## config.mk

```make
export PLATFORM = sky130hd
export DESIGN_NAME = lsu_ctrl
export DESIGN_NICKNAME = d
export VERILOG_FILES = /design/src/rtl/lsu_ctrl.sv
export SDC_FILE = /design/constraint.sdc
export NUM_CORES = 1
export LEC_CHECK = 0
export ABC_CLOCK_PERIOD_IN_PS = 2440
export CORE_MARGIN = 10
export CORE_UTILIZATION = 40
export DETAILED_ROUTE_END_ITERATION = 16
export PLACE_DENSITY_LB_ADDON = 0.12
export SYNTH_ARGS = -nofsm -noshare
export SYNTH_HDL_FRONTEND = slang
export SYNTH_SLANG_ARGS = --single-unit
```

## constraint.sdc

```tcl
create_clock -name clk -period 2.44 [get_ports clk]
set_input_delay 0.488 -clock clk [delete_from_list [all_inputs] [get_ports clk]]
set_output_delay 0.488 -clock clk [all_outputs]
set_load 0.02 [all_outputs]
```

## src/rtl/lsu_ctrl.sv

```systemverilog
// lsu_ctrl: multi-cycle load/store sequencer between the decoder's memory
// controls and a ready/ack data-memory bus.
//
// Each access runs IDLE -> ACCESS -> RESP. The controller raises a
// word-aligned bus request with byte enables and lane-replicated store data.
// It stalls the core until the bus acknowledges, then returns a sign- or
// zero-extended load result. It flags misaligned or timed-out accesses with
// err alongside the one-cycle done pulse.
//
// Optional feature macro: MISALIGN_SPLIT_EN
//   When defined, misaligned halfword/word accesses are split into two bus
//   beats (ACCESS then ACCESS1) instead of being rejected with err.
//
// Ports:
//   clk, rst            single clock, synchronous active-high reset
//   req_valid           memory instruction present in execute
//   mem_rw              0 = load, 1 = store
//   load_op             0 LB, 1 LH, 2 LW, 4 LBU, 5 LHU (3/6/7 act as LW)
//   write_op            0 SB, 1 SH, 2/3 SW
//   addr, wdata         effective address and store data
//   stall               hold the PC/pipeline while the access is in flight
//   done, err           one-cycle completion pulse and its error flag
//   rdata               last successfully loaded, extended value
//   bus_req, bus_we     bus request and write strobe
//   bus_addr, bus_be    word address ([1:0] = 0) and byte enables
//   bus_wdata           lane-aligned store data
//   bus_ack, bus_rdata  bus completion and read data (valid with ack)
module lsu_ctrl #(
  parameter int ADDR_W      = 32,
  parameter int TIMEOUT_CYC = 255
) (
  input  logic              clk,
  input  logic              rst,
  input  logic              req_valid,
  input  logic              mem_rw,
  input  logic [2:0]        load_op,
  input  logic [1:0]        write_op,
  input  logic [ADDR_W-1:0] addr,
  input  logic [31:0]       wdata,
  output logic              stall,
  output logic              done,
  output logic [31:0]       rdata,
  output logic              err,
  output logic              bus_req,
  output logic              bus_we,
  output logic [ADDR_W-1:0] bus_addr,
  output logic [3:0]        bus_be,
  output logic [31:0]       bus_wdata,
  input  logic              bus_ack,
  input  logic [31:0]       bus_rdata
);

  typedef enum logic [1:0] {
    IDLE,
    ACCESS,
`ifdef MISALIGN_SPLIT_EN
    ACCESS1,
`endif
    RESP
  } state_t;

  // Counter value seen during the last ACCESS cycle allowed before abort
  localparam logic [7:0] TO_LAST = 8'(TIMEOUT_CYC - 1);

  state_t            state, state_next;
  logic              rw_q, uns_q, err_q;
  logic [1:0]        size_q;
  logic [ADDR_W-1:0] addr_q;
  logic [31:0]       wdata_q, rdata_q;
  logic [7:0]        cnt;

  logic [1:0]        size_in;
  logic              misalign_in, timeout, last_beat;
  logic [1:0]        off;
  logic [ADDR_W-1:0] word_addr;
  logic [3:0]        size_mask;
  logic [31:0]       rep_wdata, raw, ext;

  assign rdata   = rdata_q;
  assign timeout = (cnt == TO_LAST);

  // Access size (0 byte, 1 half, 2 word) and alignment of the incoming request
  always_comb begin
    size_in = 2'd2;
    if (mem_rw) begin
      if (write_op == 2'd0)      size_in = 2'd0;
      else if (write_op == 2'd1) size_in = 2'd1;
    end else begin
      if (load_op[1:0] == 2'd0)      size_in = 2'd0;
      else if (load_op[1:0] == 2'd1) size_in = 2'd1;
    end
    misalign_in = ((size_in == 2'd1) && addr[0]) ||
                  ((size_in == 2'd2) && (addr[1:0] != 2'b00));
  end

  // Lane mask, word address and replicated store data for the latched access
  always_comb begin
    off       = addr_q[1:0];
    word_addr = {addr_q[ADDR_W-1:2], 2'b00};
    case (size_q)
      2'd0:    size_mask = 4'b0001;
      2'd1:    size_mask = 4'b0011;
      default: size_mask = 4'b1111;
    endcase
    case (size_q)
      2'd0:    rep_wdata = {4{wdata_q[7:0]}};
      2'd1:    rep_wdata = {2{wdata_q[15:0]}};
      default: rep_wdata = wdata_q;
    endcase
  end

`ifdef MISALIGN_SPLIT_EN
  logic        mis_q;
  logic [31:0] lo_q;
  logic [7:0]  lane_mask;
  logic [63:0] shift_wdata;

  // Lanes/data spanning two words; the upper half belongs to the second beat
  assign lane_mask   = {4'b0000, size_mask} << off;
  assign shift_wdata = {32'b0, wdata_q} << {off, 3'b000};
  // A halfword at offset 1 fits in one word, so only a real spill needs beat 1
  assign last_beat   = !((state == ACCESS) && mis_q && (lane_mask[7:4] != 4'b0000));
`else
  assign last_beat   = 1'b1;
`endif

  // Move the addressed lane(s) down to bit 0, then sign/zero extend
  always_comb begin
    raw = bus_rdata >> {off, 3'b000};
`ifdef MISALIGN_SPLIT_EN
    if (state == ACCESS1)
      raw = lo_q | (bus_rdata << (6'd32 - {1'b0, off, 3'b000}));
`endif
    case (size_q)
      2'd0:    ext = uns_q ? {24'b0, raw[7:0]}  : {{24{raw[7]}}, raw[7:0]};
      2'd1:    ext = uns_q ? {16'b0, raw[15:0]} : {{16{raw[15]}}, raw[15:0]};
      default: ext = raw;
    endcase
  end

  // State register
  always_ff @(posedge clk) begin
    if (rst) state <= IDLE;
    else     state <= state_next;
  end

  // Next state and outputs; the bus is driven only while a beat is in flight
  always_comb begin
    state_next = state;
    stall      = 1'b0;
    done       = 1'b0;
    err        = 1'b0;
    bus_req    = 1'b0;
    bus_we     = 1'b0;
    bus_addr   = '0;
    bus_be     = 4'b0000;
    bus_wdata  = 32'b0;
    case (state)
      IDLE: begin
        stall = req_valid;
        if (req_valid) begin
`ifdef MISALIGN_SPLIT_EN
          state_next = ACCESS;
`else
          state_next = misalign_in ? RESP : ACCESS;
`endif
        end
      end
      ACCESS: begin
        stall     = 1'b1;
        bus_req   = 1'b1;
        bus_we    = rw_q;
        bus_addr  = word_addr;
        bus_be    = size_mask << off;
        bus_wdata = rep_wdata;
`ifdef MISALIGN_SPLIT_EN
        if (mis_q) begin
          bus_be    = lane_mask[3:0];
          bus_wdata = shift_wdata[31:0];
        end
        if (bus_ack)      state_next = last_beat ? RESP : ACCESS1;
        else if (timeout) state_next = RESP;
`else
        if (bus_ack || timeout) state_next = RESP;
`endif
      end
`ifdef MISALIGN_SPLIT_EN
      ACCESS1: begin
        stall     = 1'b1;
        bus_req   = 1'b1;
        bus_we    = rw_q;
        bus_addr  = word_addr + ADDR_W'(4);
        bus_be    = lane_mask[7:4];
        bus_wdata = shift_wdata[63:32];
        if (bus_ack || timeout) state_next = RESP;
      end
`endif
      RESP: begin
        done       = 1'b1;
        err        = err_q;
        state_next = IDLE;
      end
      default: state_next = IDLE;
    endcase
  end

  // Request latch, per-beat timeout counter and load result register
  always_ff @(posedge clk) begin
    if (rst) begin
      rw_q    <= 1'b0;
      uns_q   <= 1'b0;
      err_q   <= 1'b0;
      size_q  <= 2'd0;
      addr_q  <= '0;
      wdata_q <= 32'b0;
      rdata_q <= 32'b0;
      cnt     <= 8'd0;
`ifdef MISALIGN_SPLIT_EN
      mis_q   <= 1'b0;
      lo_q    <= 32'b0;
`endif
    end else begin
      case (state)
        IDLE: begin
          if (req_valid) begin
            rw_q    <= mem_rw;
            size_q  <= size_in;
            uns_q   <= load_op[2];
            addr_q  <= addr;
            wdata_q <= wdata;
            cnt     <= 8'd0;
`ifdef MISALIGN_SPLIT_EN
            mis_q   <= misalign_in;
            err_q   <= 1'b0;
`else
            err_q   <= misalign_in;
`endif
          end
        end
        RESP: ;
        // Any bus beat: an ack in the timeout cycle still completes cleanly
        default: begin
          if (bus_ack) begin
            cnt <= 8'd0;
            if (last_beat && !rw_q) rdata_q <= ext;
`ifdef MISALIGN_SPLIT_EN
            if (!last_beat) lo_q <= raw;
`endif
          end else if (timeout) begin
            cnt   <= 8'd0;
            err_q <= 1'b1;
          end else begin
            cnt <= cnt + 8'd1;
          end
        end
      endcase
    end
  end

endmodule

```

### After elaboration in Yosys (flattened, before gate mapping)

Index checks and enable logic that the tools add are counted.

| cells by class | value |
|---|---|
| reductions and logical operators | 16 |
| mux-type cells | 30 |
| eq/ne operators | 11 |
| add/sub/neg operators | 1 |
| shift operators | 2 |
| bitwise logic cells | 3 |

Operator list:

| operator | number |
|---|---|
| 2-to-1 mux 32 bit | 4 |
| one-hot mux 32 bit (2 select lines) | 2 |
| right shift 32 x 5 -> 32 bit | 1 |
| 2-to-1 mux 8 bit | 3 |
| 2-to-1 mux 2 bit | 8 |
| one-hot mux 8 bit (2 select lines) | 1 |
| equality test 2 x 1 -> 1 bit (second input constant) | 5 |
| adder 8 x 1 -> 8 bit (second input constant) | 1 |
| equality test 8 bit (second input constant) | 1 |
| zero test 2 bit | 4 |
| one-hot mux 4 bit (2 select lines) | 1 |
| 2-to-1 mux 1 bit | 7 |
| AND reduction 2 bit | 3 |
| equality test 2 bit (second input constant) | 2 |
| 2-to-1 mux 4 bit | 1 |
| != test 2 bit (second input constant) | 2 |
| one-hot mux 1 bit (2 select lines) | 2 |
| one-hot mux 2 bit (2 select lines) | 1 |
| AND reduction 4 bit | 1 |
| nonzero test 2 bit | 2 |
| << shifter 4 x 2 -> 4 bit | 1 |
| inverter 1 bit | 3 |
| AND reduction 3 bit | 1 |
| logical AND 1 bit | 2 |
| 3 further kinds | 4 |

| storage, ports and cells | value |
|---|---|
| flip-flop bits (word level) | 111 |
| output and inout port bits | 105 |
| input port bits | 106 |

### Longest topological paths before layout

| depth | value |
|---|---|
| depth in word-level cells | 10 |
| mapped depth | 7 |
| gate-level depth less buffers | 6 |

### Least setup slack after synthesis

Ideal clock, no wire load.

| timing path | value |
|---|---|
| path type | register to output |
| start | register size_q[0] |
| end | output bus_be[1] |
| arrival time | 1.676 ns |
| setup slack | 0.276 ns |
| stages on the path, launching flop included | 7 |
| path buffers | 3 |
| cell sequence | dfxtp_1 clkbuf_1 or2_2 clkbuf_1 clkbuf_1 nor2_1 nor3_1 |

| on the way | value |
|---|---|
| cells in the longest elaborated chain, start to end | 4 |
| elaborated cells between the ends (all ways) | 5 |

RTL lines:

| what | RTL line | RTL |
|---|---|---|
| from (decl) | 67 | `logic [1:0] size_q;` |
| from (signal assigned) | 227 | `size_q <= size_in;` |
| equality test 2 x 1 -> 1 bit / zero test 2 bit (equally long branches) | 100 | `case (size_q)` |
| one-hot mux 4 bit (2 select lines) (*) | 100 |  |
| << shifter 4 x 2 -> 4 bit (*) | 174 | `bus_be = size_mask << off;` |
| 2-to-1 mux 4 bit (*) | 158 | `case (state)` |
| to (decl) | 47 | `output logic [3:0] bus_be,` |

Every way passes the cells marked *; elsewhere a longest branch is shown, timed or not.

### Worst setup path in the final report

| timing path | value |
|---|---|
| start | register state[1] |
| end | output bus_req |

| on the way | value |
|---|---|
| cells in the longest elaborated chain, start to end | 2 |

RTL lines:

| what | RTL line | RTL |
|---|---|---|
| from (decl) | 65 | `state_t state, state_next;` |
| from (signal assigned) | 144 | `else state <= state_next;` |
| equality test 2 x 1 -> 1 bit | 158 |  |
| 2-to-1 mux 1 bit | 158 |  |
| to (decl) | 44 | `output logic bus_req,` |

No other way between the ends.

==> results.md <==
- Clock tree sinks: 111
- H-tree Lvls: 3
- Die outline area: 18500 µm²
- Worst Path Required: 1.95 ns
- FILL cells: 1252
- Worst reg-to-reg setup slack: 0.29 ns
- Post-synth EDFFs: 0
- Hold slack: 0.451 ns
- Initial DRC Count: 273
- Vert. Die Dim: 136 µm
- Ratio of cells with drive above 1 in the final layout: 0.0742
- Vias per std cell: 5.06
- Syn Area/Cell: 7.57 µm²
- Number of library cell types mapped by synthesis: 43
- Port bufs: 208
- Setup bufs post-CTS: 0
- Global placement routability congestion: 0.874
- Design Area, Final: 7970 µm²
- Die W: 136 µm
- Final Hold Fails: 0
- Nets: 1006
- Hold path endpoint: addr_q[20]$_SDFFE_PP0P_
- Slew margin rel.: 0.597
- Synth Instances: 713
- Num rows: 42
- Reg2reg start: addr_q[1]$_SDFFE_PP0P_
- Setup TNS: 0 ns
- Slew @ Worst Pin: 0.604 ns
- Vias: 5456
- First-pass GRT wire length: 29.1 mm
- Initial Utilization: 0.408
- R2r endpoint: rdata[19]$_SDFFE_PP0P_
- Clock-pin slew on the worst setup and hold paths: 0.07 ns
- DRC Markers: 0
- Status: finished clean
- Crit-path max FO: 40
- Hold wc startpoint: addr_q[20]$_SDFFE_PP0P_
- Max_cap viols: 0
- Final min period: 2.33 ns
- DRT Pass-1 Iters: 4
- Syn. warnings: 0
- Initial antenna violation count: 0
- PD cells: 563 nW/µm²
- Register area share after synthesis: 0.412
- Dpl ws: 0.142 ns
- Vias in the first global route: 5488
- Worst-skew pair later-pin latency: 0.35 ns
- CTS tree: done
- Post-route ant nets: 0
- Placed Instance Area: 7700 µm²
- Period utilization: 0.953
- Crit path arrival time: 1.84 ns
- Worst R2R Path Depth: 6
- CP startpoint kind: flop
- Count of pins over their slew limit: 0
- Setup slack after layout: 0.115 ns
- Worst hold path class: flop to flop
- Core Util, Final: 0.602
- Setup crit end kind: output port
- CTS Buf Count: 9
- Finish-stage setup viols: 0
- Synth Cell Area: 5400 µm²
- Clock Tree Buf Depth: 2
- #FFs+latches synth: 111
- Final HPWL DP: 14.0 mm
- Placed Cells: 1063
- CP Class: flop to output port
- Ant. Diodes: 0
- Cell Count, Final, Fillers Out: 1079
- Async set-reset flop share out of synthesis: 0
- Ports: 211
- Layout area overhead: 47.6%
- Commonest non-fill, non-tap cell in the layout: nand2_1
- WL final: 18.6 mm
- Commonest non-fill, non-tap cells in the layout: nand2_1 (191), clkdlybuf4s50_1 (140), dfxtp_1 (110)
- Hold path cells: 2
- Power consumption: 4.49 mW
- Leak: 3.32 nW
- Gr usage total: 0.194
- WL per Instance: 17.3 µm
- F_max: 430 MHz
- Commonest register cell after synthesis: dfxtp_1
- Root Buffer: clkbuf_16
- Largest net degree at the start of global routing: 68
- Unrepaired setup endpoints after global routing: false
- Clock Skew: 0.00688 ns
- VDD IR max: 0.315 mV
- Total grt overflow: 0
- Core area: 13200 µm²
[final cells by class]
| cell class | count | area, µm² | area share |
|---|---|---|---|
| Timing Repair Buffer | 231 | 2270 | 0.285 |
| Sequential cell | 111 | 2220 | 0.279 |
| Inverter | 4 | 15.0 | 0.00188 |
| Clock inverter | 6 | 67.6 | 0.00848 |
| Multi-Input combinational cell | 541 | 2930 | 0.368 |
| Clock buffer | 10 | 239 | 0.0300 |
| Tap cell | 176 | 220 | 0.0276 |
[sequential cells by signal (all words and copies together), names as in the netlist]
name / count
err_q: 1
wdata_q: 32
state: 2
size_q: 2
addr_q: 32
rw_q: 1
uns_q: 1
cnt: 8
rdata: 32
[worst max-delay path, stage by stage, from the launching register on]
cell	delay, ns
dfxtp_1	0.31
nand2b_1	0.21
inv_1	0.13
buf_12	0.19
clkdlybuf4s50_1	0.64
[metal layers]
metal | share of wire | global-route usage
met5 | 0 | 0
met4 | 0.011 | 0.0538
met3 | 0.094 | 0.0708
met2 | 0.48 | 0.323
met1 | 0.42 | 0.230
[synthesized netlist by cell type (2+ instances only)]
| library cell | n | area [µm²] |
|---|---|---|
| a211oi_1 | 20 | 150 |
| a21o_1 | 4 | 30.0 |
| a21oi_1 | 101 | 505 |
| a32oi_1 | 2 | 17.5 |
| and2_1 | 41 | 257 |
| buf_1 | 5 | 18.8 |
| buf_2 | 6 | 30.0 |
| buf_4 | 2 | 15.0 |
| buf_6 | 2 | 22.5 |
| clkbuf_1 | 43 | 161 |
| dfxtp_1 | 111 | 2220 |
| ha_1 | 2 | 25.0 |
| inv_1 | 4 | 15.0 |
| mux2_2 | 16 | 180 |
| mux2i_1 | 25 | 250 |
| mux4_2 | 2 | 45.0 |
| nand2_1 | 191 | 717 |
| nand2b_1 | 4 | 25.0 |
| nand3_1 | 5 | 25.0 |
| nor2_1 | 62 | 233 |
| nor2b_1 | 7 | 43.8 |
| nor3_1 | 17 | 85.1 |
| o211a_1 | 2 | 20.0 |
| o211ai_1 | 8 | 60.1 |
| o21ai_0 | 6 | 30.0 |
| o2bb2ai_1 | 8 | 70.1 |
[worst max path at each step]
| stage | start | endpoint | slack (ns) |
|---|---|---|---|
| 2_1_floorplan | size_q[0]$_SDFFE_PP0P_ | bus_be[1] | 0.28 |
| 3_3_place_gp | bus_rdata[23] | rdata[30]$_SDFFE_PP0P_ | 0.20 |
| 3_5_place_dp | bus_rdata[15] | rdata[26]$_SDFFE_PP0P_ | 0.14 |
| 4_1_cts | size_q[1]$_SDFFE_PP0P_ | bus_wdata[22] | -0.006 |
| 5_1_grt | state[1]$_SDFFE_PP0P_ | bus_req | 0.009 |
| 6_report | state[1]$_SDFFE_PP0P_ | bus_req | 0.11 |
[cells by family (layout without fill, tap and decap cells)]
group | after synthesis | count (layout) | share of synthesized area
other | 1 | 2 | 0.000695
flip-flops | 111 | 111 | 0.412
AND/OR/NAND/NOR | 336 | 336 | 0.269
buffers and inverters | 62 | 251 | 0.0487
adder cells (fa/ha/maj) | 2 | 2 | 0.00463
XOR/XNOR | 1 | 1 | 0.00162
AO/OA/AOI/OAI | 157 | 157 | 0.176
multiplexers | 43 | 43 | 0.0881
[repair_timing]
action / CTS / global route
hold buffers: 0 / 0
endpoints found under the setup margin: 67 / 9
resized for setup: 61 / 10
hold endpoints to repair: 0 / 0
[power by group]
part           total [mW]  switching [mW]  internal (mW)
Sequential           2.00          0.0793           1.92
Clock                1.51           0.676          0.830
Combinational       0.976           0.513          0.463
(Power assumes the default switching activity.)
